### config.mk
export PLATFORM = sky130hd
export DESIGN_NAME = serial_adder
export DESIGN_NICKNAME = d
export VERILOG_FILES = /design/src/rtl/serial_adder.sv
export SDC_FILE = /design/constraint.sdc
export NUM_CORES = 1
export LEC_CHECK = 0
export ABC_AREA = 1
export CORE_UTILIZATION = 46
export DETAILED_ROUTE_END_ITERATION = 16
export PLACE_DENSITY = 0.76
export REMOVE_ABC_BUFFERS = 1
export SETUP_SLACK_MARGIN = 0.3
export SLEW_MARGIN = 25
export SYNTH_ARGS = -nofsm -noshare
export SYNTH_HDL_FRONTEND = slang
export SYNTH_SLANG_ARGS = --single-unit
export TNS_END_PERCENT = 50
### constraint.sdc
create_clock -name clk -period 1.15 [get_ports clk]
set_input_delay 0.23 -clock clk [delete_from_list [all_inputs] [get_ports clk]]
set_output_delay 0.23 -clock clk [all_outputs]
set_load 0.005 [all_outputs]
### src/rtl/serial_adder.sv
// Multi-cycle ripple adder: adds WIDTH-bit operands DIGIT bits per clock with a start/busy/done handshake.
// Define SERIAL_ADDER_SUB_EN to add the sub port and two's-complement subtraction.
module serial_adder #(
  parameter int WIDTH = 8,
  parameter int DIGIT = 1
) (
  input  logic             clk,
  input  logic             rst,
  input  logic             start,
  input  logic [WIDTH-1:0] a,
  input  logic [WIDTH-1:0] b,
  input  logic             cin,
`ifdef SERIAL_ADDER_SUB_EN
  input  logic             sub,
`endif
  output logic             busy,
  output logic             done,
  output logic [WIDTH-1:0] sum,
  output logic             cout,
  output logic             ovf
);

  localparam int N  = WIDTH / DIGIT;
  localparam int CW = $clog2(N + 1);

  generate
    if ((WIDTH < 2) || (DIGIT < 1) || ((WIDTH % DIGIT) != 0)) begin : g_bad_cfg
      $error("serial_adder: DIGIT must divide WIDTH and WIDTH must be >= 2");
    end
  endgenerate

  typedef enum logic [0:0] {IDLE = 1'b0, RUN = 1'b1} state_t;

  state_t             state_r;
  state_t             state_nxt_s;
  logic [WIDTH-1:0]   a_r;
  logic [WIDTH-1:0]   b_r;
  logic [WIDTH-1:0]   acc_r;
  logic               carry_r;
  logic [CW-1:0]      cnt_r;

  logic               accept_s;
  logic               step_s;
  logic               last_s;
  logic [WIDTH-1:0]   b_in_s;
  logic               cin_in_s;
  logic [DIGIT-1:0]   slice_sum_s;
  logic               slice_cout_s;
  logic               msb_cin_s;
  logic [WIDTH-1:0]   acc_nxt_s;

  // Operand conditioning: subtraction becomes a + ~b + 1, so cin is ignored then.
`ifdef SERIAL_ADDER_SUB_EN
  always_comb begin
    if (sub) begin
      b_in_s   = ~b;
      cin_in_s = 1'b1;
    end else begin
      b_in_s   = b;
      cin_in_s = cin;
    end
  end
`else
  always_comb begin
    b_in_s   = b;
    cin_in_s = cin;
  end
`endif

  // State register.
  always_ff @(posedge clk or posedge rst) begin
    if (rst) begin
      state_r <= IDLE;
    end else begin
      state_r <= state_nxt_s;
    end
  end

  // Next-state logic.
  always_comb begin
    state_nxt_s = state_r;
    case (state_r)
      IDLE: begin
        if (start) begin
          state_nxt_s = RUN;
        end else begin
          state_nxt_s = IDLE;
        end
      end
      RUN: begin
        if (cnt_r == CW'(N - 1)) begin
          state_nxt_s = IDLE;
        end else begin
          state_nxt_s = RUN;
        end
      end
      default: state_nxt_s = IDLE;
    endcase
  end

  // FSM decode: accept a request, advance one digit, or finish.
  always_comb begin
    accept_s = 1'b0;
    step_s   = 1'b0;
    last_s   = 1'b0;
    case (state_r)
      IDLE: accept_s = start;
      RUN: begin
        step_s = 1'b1;
        last_s = (cnt_r == CW'(N - 1));
      end
      default: begin
        accept_s = 1'b0;
        step_s   = 1'b0;
        last_s   = 1'b0;
      end
    endcase
  end

  // DIGIT-bit ripple slice; msb_cin_s keeps the carry into the slice's top bit for overflow.
  always_comb begin : slice
    logic c_v;
    c_v         = carry_r;
    slice_sum_s = '0;
    msb_cin_s   = 1'b0;
    for (int i = 0; i < DIGIT; i++) begin
      msb_cin_s      = c_v;
      slice_sum_s[i] = a_r[i] ^ b_r[i] ^ c_v;
      c_v            = (a_r[i] & b_r[i]) | (c_v & (a_r[i] ^ b_r[i]));
    end
    slice_cout_s = c_v;
  end

  // New sum digits enter from the MSB side so the result is aligned after N steps.
  always_comb begin
    acc_nxt_s = (acc_r >> DIGIT) | (WIDTH'(slice_sum_s) << (WIDTH - DIGIT));
  end

  // Operand/carry/result shift registers and digit counter.
  always_ff @(posedge clk or posedge rst) begin
    if (rst) begin
      a_r     <= '0;
      b_r     <= '0;
      acc_r   <= '0;
      carry_r <= 1'b0;
      cnt_r   <= '0;
    end else if (accept_s) begin
      a_r     <= a;
      b_r     <= b_in_s;
      acc_r   <= '0;
      carry_r <= cin_in_s;
      cnt_r   <= '0;
    end else if (step_s) begin
      a_r     <= a_r >> DIGIT;
      b_r     <= b_r >> DIGIT;
      acc_r   <= acc_nxt_s;
      carry_r <= slice_cout_s;
      cnt_r   <= cnt_r + CW'(1);
    end else begin
      a_r     <= a_r;
      b_r     <= b_r;
      acc_r   <= acc_r;
      carry_r <= carry_r;
      cnt_r   <= cnt_r;
    end
  end

  // Registered handshake and result outputs; results only move on completion.
  always_ff @(posedge clk or posedge rst) begin
    if (rst) begin
      busy <= 1'b0;
      done <= 1'b0;
      sum  <= '0;
      cout <= 1'b0;
      ovf  <= 1'b0;
    end else begin
      busy <= (state_nxt_s == RUN);
      done <= last_s;
      if (last_s) begin
        sum  <= acc_nxt_s;
        cout <= slice_cout_s;
        ovf  <= msb_cin_s ^ slice_cout_s;
      end else begin
        sum  <= sum;
        cout <= cout;
        ovf  <= ovf;
      end
    end
  end

endmodule
=== After elaboration in Yosys (flattened, before gate mapping) ===
Index checks and enable logic that the tools add are counted.
Widths: inputs -> output; s select.

* Reductions and logical operators: 1
* $add $sub $neg: 1
* Multiplexer cells: 16
* Equality and inequality tests: 1
* Bitwise gates (word level): 8

{| class="wikitable"
|+ Operator list
! operator !! count
|-
| $mux 8 || 6
|-
| $mux 4 || 2
|-
| $or 7x8->8 || 1
|-
| $mux 1 || 7
|-
| $add 4x1->4 const B || 1
|-
| $eq 4x3->1 const B || 1
|-
| $xor 1x1->1 || 3
|-
| $and 1x1->1 || 2
|-
| $pmux 1 s2 || 1
|-
| $reduce_bool 2->1 || 1
|-
| $not 1->1 || 1
|-
| $or 1x1->1 || 1
|}

* Input bits: 20
* Logic and storage cells: 37
* Output and inout port bits: 12
* Register bits after elaboration: 41

=== Longest topological paths before layout ===
* Depth after elaboration: 5
* Mapped depth: 6

=== Least setup slack after synthesis ===
Ideal clock, no wire load.

* Path kind: flip-flop to flip-flop
* From: reg a_r[0]
* To: reg ovf
* Arrival: 1.059 ns
* Setup slack: -0.026 ns
* Stages on the path, launching flop included: 6
* Library setup time: 0.117 ns
* Cells stage by stage: dfrtp_1 fa_1 nand2_1 nand2_1 nand2_1 nand2_1

* Cells in the longest elaborated chain, start to end: 4
* Elaborated cells between the ends (all ways): 5
* Classes of those cells: bitwise: 5

{| class="wikitable"
|+ RTL lines
! what !! line !! text
|-
| from (decl) || 36 || <nowiki>logic [WIDTH-1:0] a_r;</nowiki>
|-
| from (signal assigned) || 154 || <nowiki>a_r <= a_r >> DIGIT;</nowiki>
|-
| from (signal assigned) || 160 || <nowiki>a_r <= a_r;</nowiki>
|-
| $xor 1x1->1 || 129 || <nowiki>c_v = (a_r[i] & b_r[i]) | (c_v & (a_r[i] ^ b_r[i]));</nowiki>
|-
| $and 1x1->1 || 129 ||
|-
| $or 1x1->1 (*) || 129 ||
|-
| via slice.c_v || 122 || <nowiki>logic c_v;</nowiki>
|-
| $xor 1x1->1 (*) || 182 || <nowiki>ovf <= msb_cin_s ^ slice_cout_s;</nowiki>
|-
| to (signal assigned) || 182 ||
|-
| to (signal assigned) || 186 || <nowiki>ovf <= ovf;</nowiki>
|-
| to (decl) || 20 || <nowiki>output logic ovf</nowiki>
|}

Mark *: on every way through the listed nets, which the timed path passes. The rest lies on a longest branch.
A chain may end at the register's enable or synchronous reset.

==> results.cfg <==
[cells_and_area]
antenna-diode-count = 0
area.growth.synth_to_final_pct = 44.5
nNetsFinal = 273
drive_above_1_share_pct = 33.3

[floorplan]
rows = 21
ioPinCount = 32
core_area_sq_um = 3420
die-height_microns = 62.3
initial_utilization_pct = 49.0
die_area_sq_um = 3880
die_w_microns = 62.3

[yosys]
async_flop_share_pct = 100
syn-instance-count = 196
synth-main-ff-cell = sky130_fd_sc_hd__dfrtp_1
synth_area_leader_cell = sky130_fd_sc_hd__dfrtp_1
ys_seq_area_share_pct = 59.8
fraction_of_synthesized_cell_area_taken_by_the_top_area_cell_type_pct = 59.8
synth_most_common_cell = sky130_fd_sc_hd__nand2_1
synthTopCellsByArea = sky130_fd_sc_hd__dfrtp_1 (60%), sky130_fd_sc_hd__nand2_1 (22%), sky130_fd_sc_hd__nand3_1 (4.8%)
syn-cell-area_sq_um = 1670
synth.lib_cells_used.distinct = 14
synth_commonest_cells = sky130_fd_sc_hd__nand2_1 (99), sky130_fd_sc_hd__dfrtp_1 (40), sky130_fd_sc_hd__inv_1 (17), sky130_fd_sc_hd__nand3_1 (16), sky130_fd_sc_hd__o22ai_1 (5)
ys_warn_count = 0
synthesis.area_per_instance_sq_um = 8.53
number_of_flops_mapped_to_enable_cells_by_yosys = 0
postSynthRegisterBits = 40

[sta]
hold_viol_final = 0
grt_setup_unrepaired = yes
final-max-slew-violation-count = 0
final.setup_skew_ns = 0.0120
slew_margin_rel_pct = 85.6
final_min_period_over_clock_period_pct = 106
final-setup-viol-count = 26
timing.final.crit_period_ns = 1.21
final_critical_path_setup_slack_ns = -0.0636
timing.fmax_mhz = 824
slew_worst_pin_ns = 0.215
fin_hold_ws_ns = 0.209

[pwr]
sequential_cell_fraction_of_total_power_pct = 40.4
leakage_dissipation_uw = 0.00133
intPower_uw = 3520
swShare_pct = 36.8
power.density_cell_area_nw_per_um2 = 2300
power_frac_comb_pct = 43.2
p_switching_uw = 2050
vdd_drop_max_mv = 1.08
finalPower_uw = 5570
share_clk_of_total_power_pct = 16.4

[placement]
detailedPlacementHpwl_microns = 2270
place_congestion = 0.769
i_o_buffers = 31

[routing]
wl_per_cell_microns = 12.9
vias_per_cell = 4.91
wl_microns = 3840
vias = 1464
first_iter_violations = 64
postRouteAntennaNets = 0
post-route-drc-count = 0
drt_pass1_iterations = 4

[global_routing]
globalRouteTotalUtil_pct = 20.8
grt_first_pass_wirelength_microns = 6250
gr_ovfl_total = 0
initial_antenna_violation_count = 0
grt_max_degree = 41
first_global_vias = 1457

[worst_setup_path]
timing_worst_setup_path_type = register to register
crit_fanout = 8
cp_data_required_time_ns = 1.45
endpoint_kind = register
reg2reg_setup_slack_ns = -0.06
timing.rr.start = busy
r2r-end = b_r[6]
setup.worst_path.start_class = register
r2r_cells = 6
worst-endpoint-arrival_ns = 1.51

[clocking]
clockRootBuffer = sky130_fd_sc_hd__clkbuf_4
cts_inserted_buffers = 5
cts.path.max_buffers = 2
cts_htree_levels = 2
clk_pin_slew_worst_paths_ns = 0.12
tritoncts_num_sinks = 40
tritoncts = built
worst_skew_pair.late_latency_ns = 0.35

[status]
failed_checks = setup timing
status = complete, but fails checks

[worst_hold_path]
hold_path_class = primary input to asynchronous set/reset pin

[flow_run]
max_cap_violations = 0
[power groups by stage]
stage	clock, uW	combinational (uW)	sequential, uW
floorplan	0	911	2280
global placement	0	1870	2230
detailed placement	0	1930	2250
CTS	938	2150	2210
global route	996	2670	2310
finish	914	2410	2250
[cells in the final DEF (no fill, tap or decap)]
master,synthesis,routed
sky130_fd_sc_hd__nor2_2,2,2
sky130_fd_sc_hd__nand2_1,99,82
sky130_fd_sc_hd__clkinvlp_4,0,1
sky130_fd_sc_hd__fa_2,0,1
sky130_fd_sc_hd__nand3_1,16,6
sky130_fd_sc_hd__o21ai_2,0,2
sky130_fd_sc_hd__buf_6,0,5
sky130_fd_sc_hd__o21ai_0,4,1
sky130_fd_sc_hd__o22ai_1,5,4
sky130_fd_sc_hd__nor2_4,0,3
sky130_fd_sc_hd__clkbuf_4,0,5
sky130_fd_sc_hd__a21oi_1,1,1
sky130_fd_sc_hd__bufinv_16,0,1
sky130_fd_sc_hd__buf_12,0,4
sky130_fd_sc_hd__buf_2,3,12
sky130_fd_sc_hd__nand2_2,1,15
sky130_fd_sc_hd__clkdlybuf4s50_1,0,19
sky130_fd_sc_hd__nand2_4,0,4
sky130_fd_sc_hd__dfrtp_1,40,40
sky130_fd_sc_hd__inv_2,0,3
sky130_fd_sc_hd__o22ai_2,0,1
sky130_fd_sc_hd__ha_2,0,1
sky130_fd_sc_hd__buf_4,3,13
sky130_fd_sc_hd__clkinv_2,0,1
sky130_fd_sc_hd__inv_1,17,14
sky130_fd_sc_hd__nand3_2,0,10
sky130_fd_sc_hd__o21ai_1,0,1
[final cells by class]
class | count | area, sq um
repair buffers | 53 | 484
multi-input cells | 134 | 731
clock inverters | 3 | 42.5
well taps | 46 | 57.6
flip-flops and latches | 40 | 1000
clock buffers | 5 | 37.5
inverters | 17 | 63.8
fillers | 268 | 998
[worst max-delay path, cell delays in order (launching register included)]
cell,delay (ns)
sky130_fd_sc_hd__dfrtp_1,0.43
sky130_fd_sc_hd__buf_6,0.14
sky130_fd_sc_hd__buf_6,0.13
sky130_fd_sc_hd__nor2_4,0.15
sky130_fd_sc_hd__buf_6,0.17
sky130_fd_sc_hd__nand2_2,0.06
sky130_fd_sc_hd__nand3_2,0.06
[logic make-up (layout without fill, tap and decap cells)]
kind of cell	after synthesis	in the layout	synth area share [%]
AO/OA/AOI/OAI	10	10	3.37
AND/OR/NAND/NOR	121	122	28.8
buffers and inverters	23	78	6.06
flip-flops	40	40	59.8
adder cells (fa/ha/maj)	2	2	1.94
[metrics by stage]
stage | utilization, % | setup TNS [ns] | instances | setup slack (ns) | instance area [sq um]
final | 70.8 | -1.01 | 298 | -0.0636 | 2420
after global routing | 70.8 | -2.85 | 298 | -0.113 | 2420
after CTS | 67.8 | -0.720 | 297 | -0.0514 | 2310
after detailed placement | 63.0 | -5.18 | 280 | -0.215 | 2150
after global placement | 63.0 | -3.53 | 280 | -0.156 | 2150
after floorplan | - | -15.33 | 190 | -0.662 | 1640
[layer usage]
| metal | global-route usage [%] | share of wire (%) | vias up | wire length [microns] |
|---|---|---|---|---|
| met5 | 0 | 0 | - | 0 |
| met2 | 35.9 | 52 | 43 | 1990 |
| met1 | 25.1 | 41 | 697 | 1580 |
| li1 | - | - | 712 | - |
| met3 | 5.33 | 4.6 | 12 | 176 |
| met4 | 7.27 | 2.5 | 0 | 96 |
[flip-flops by register name, summed over array words and instances (netlist names), 4 cells and up]
register	cells
a_r	8
acc_r	7
b_r	8
cnt_r	4
sum	8
[what timing repair did]
action,4_1_cts,5_1_grt
hold buffers,0,0
pin swaps,18,6
endpoints found under the setup margin,52,52
buffers inserted,8,0
gates resized for setup,67,29
cloned,1,1
[how the worst max path moves through the flow]
| stage | start | endpoint | slack, ns | cells after the start |
|---|---|---|---|---|
| finish | busy | b_r[6] | -0.06 | 6 |
| global route | busy | b_r[6] | -0.11 | 6 |
| CTS | busy | b_r[2] | -0.05 | 6 |
| detailed placement | start | a_r[3] | -0.22 | 5 |
| global placement | start | a_r[6] | -0.16 | 5 |
| floorplan | busy | acc_r[7] | -0.66 | 3 |
No activity file was read; power rests on OpenSTA's default activity.
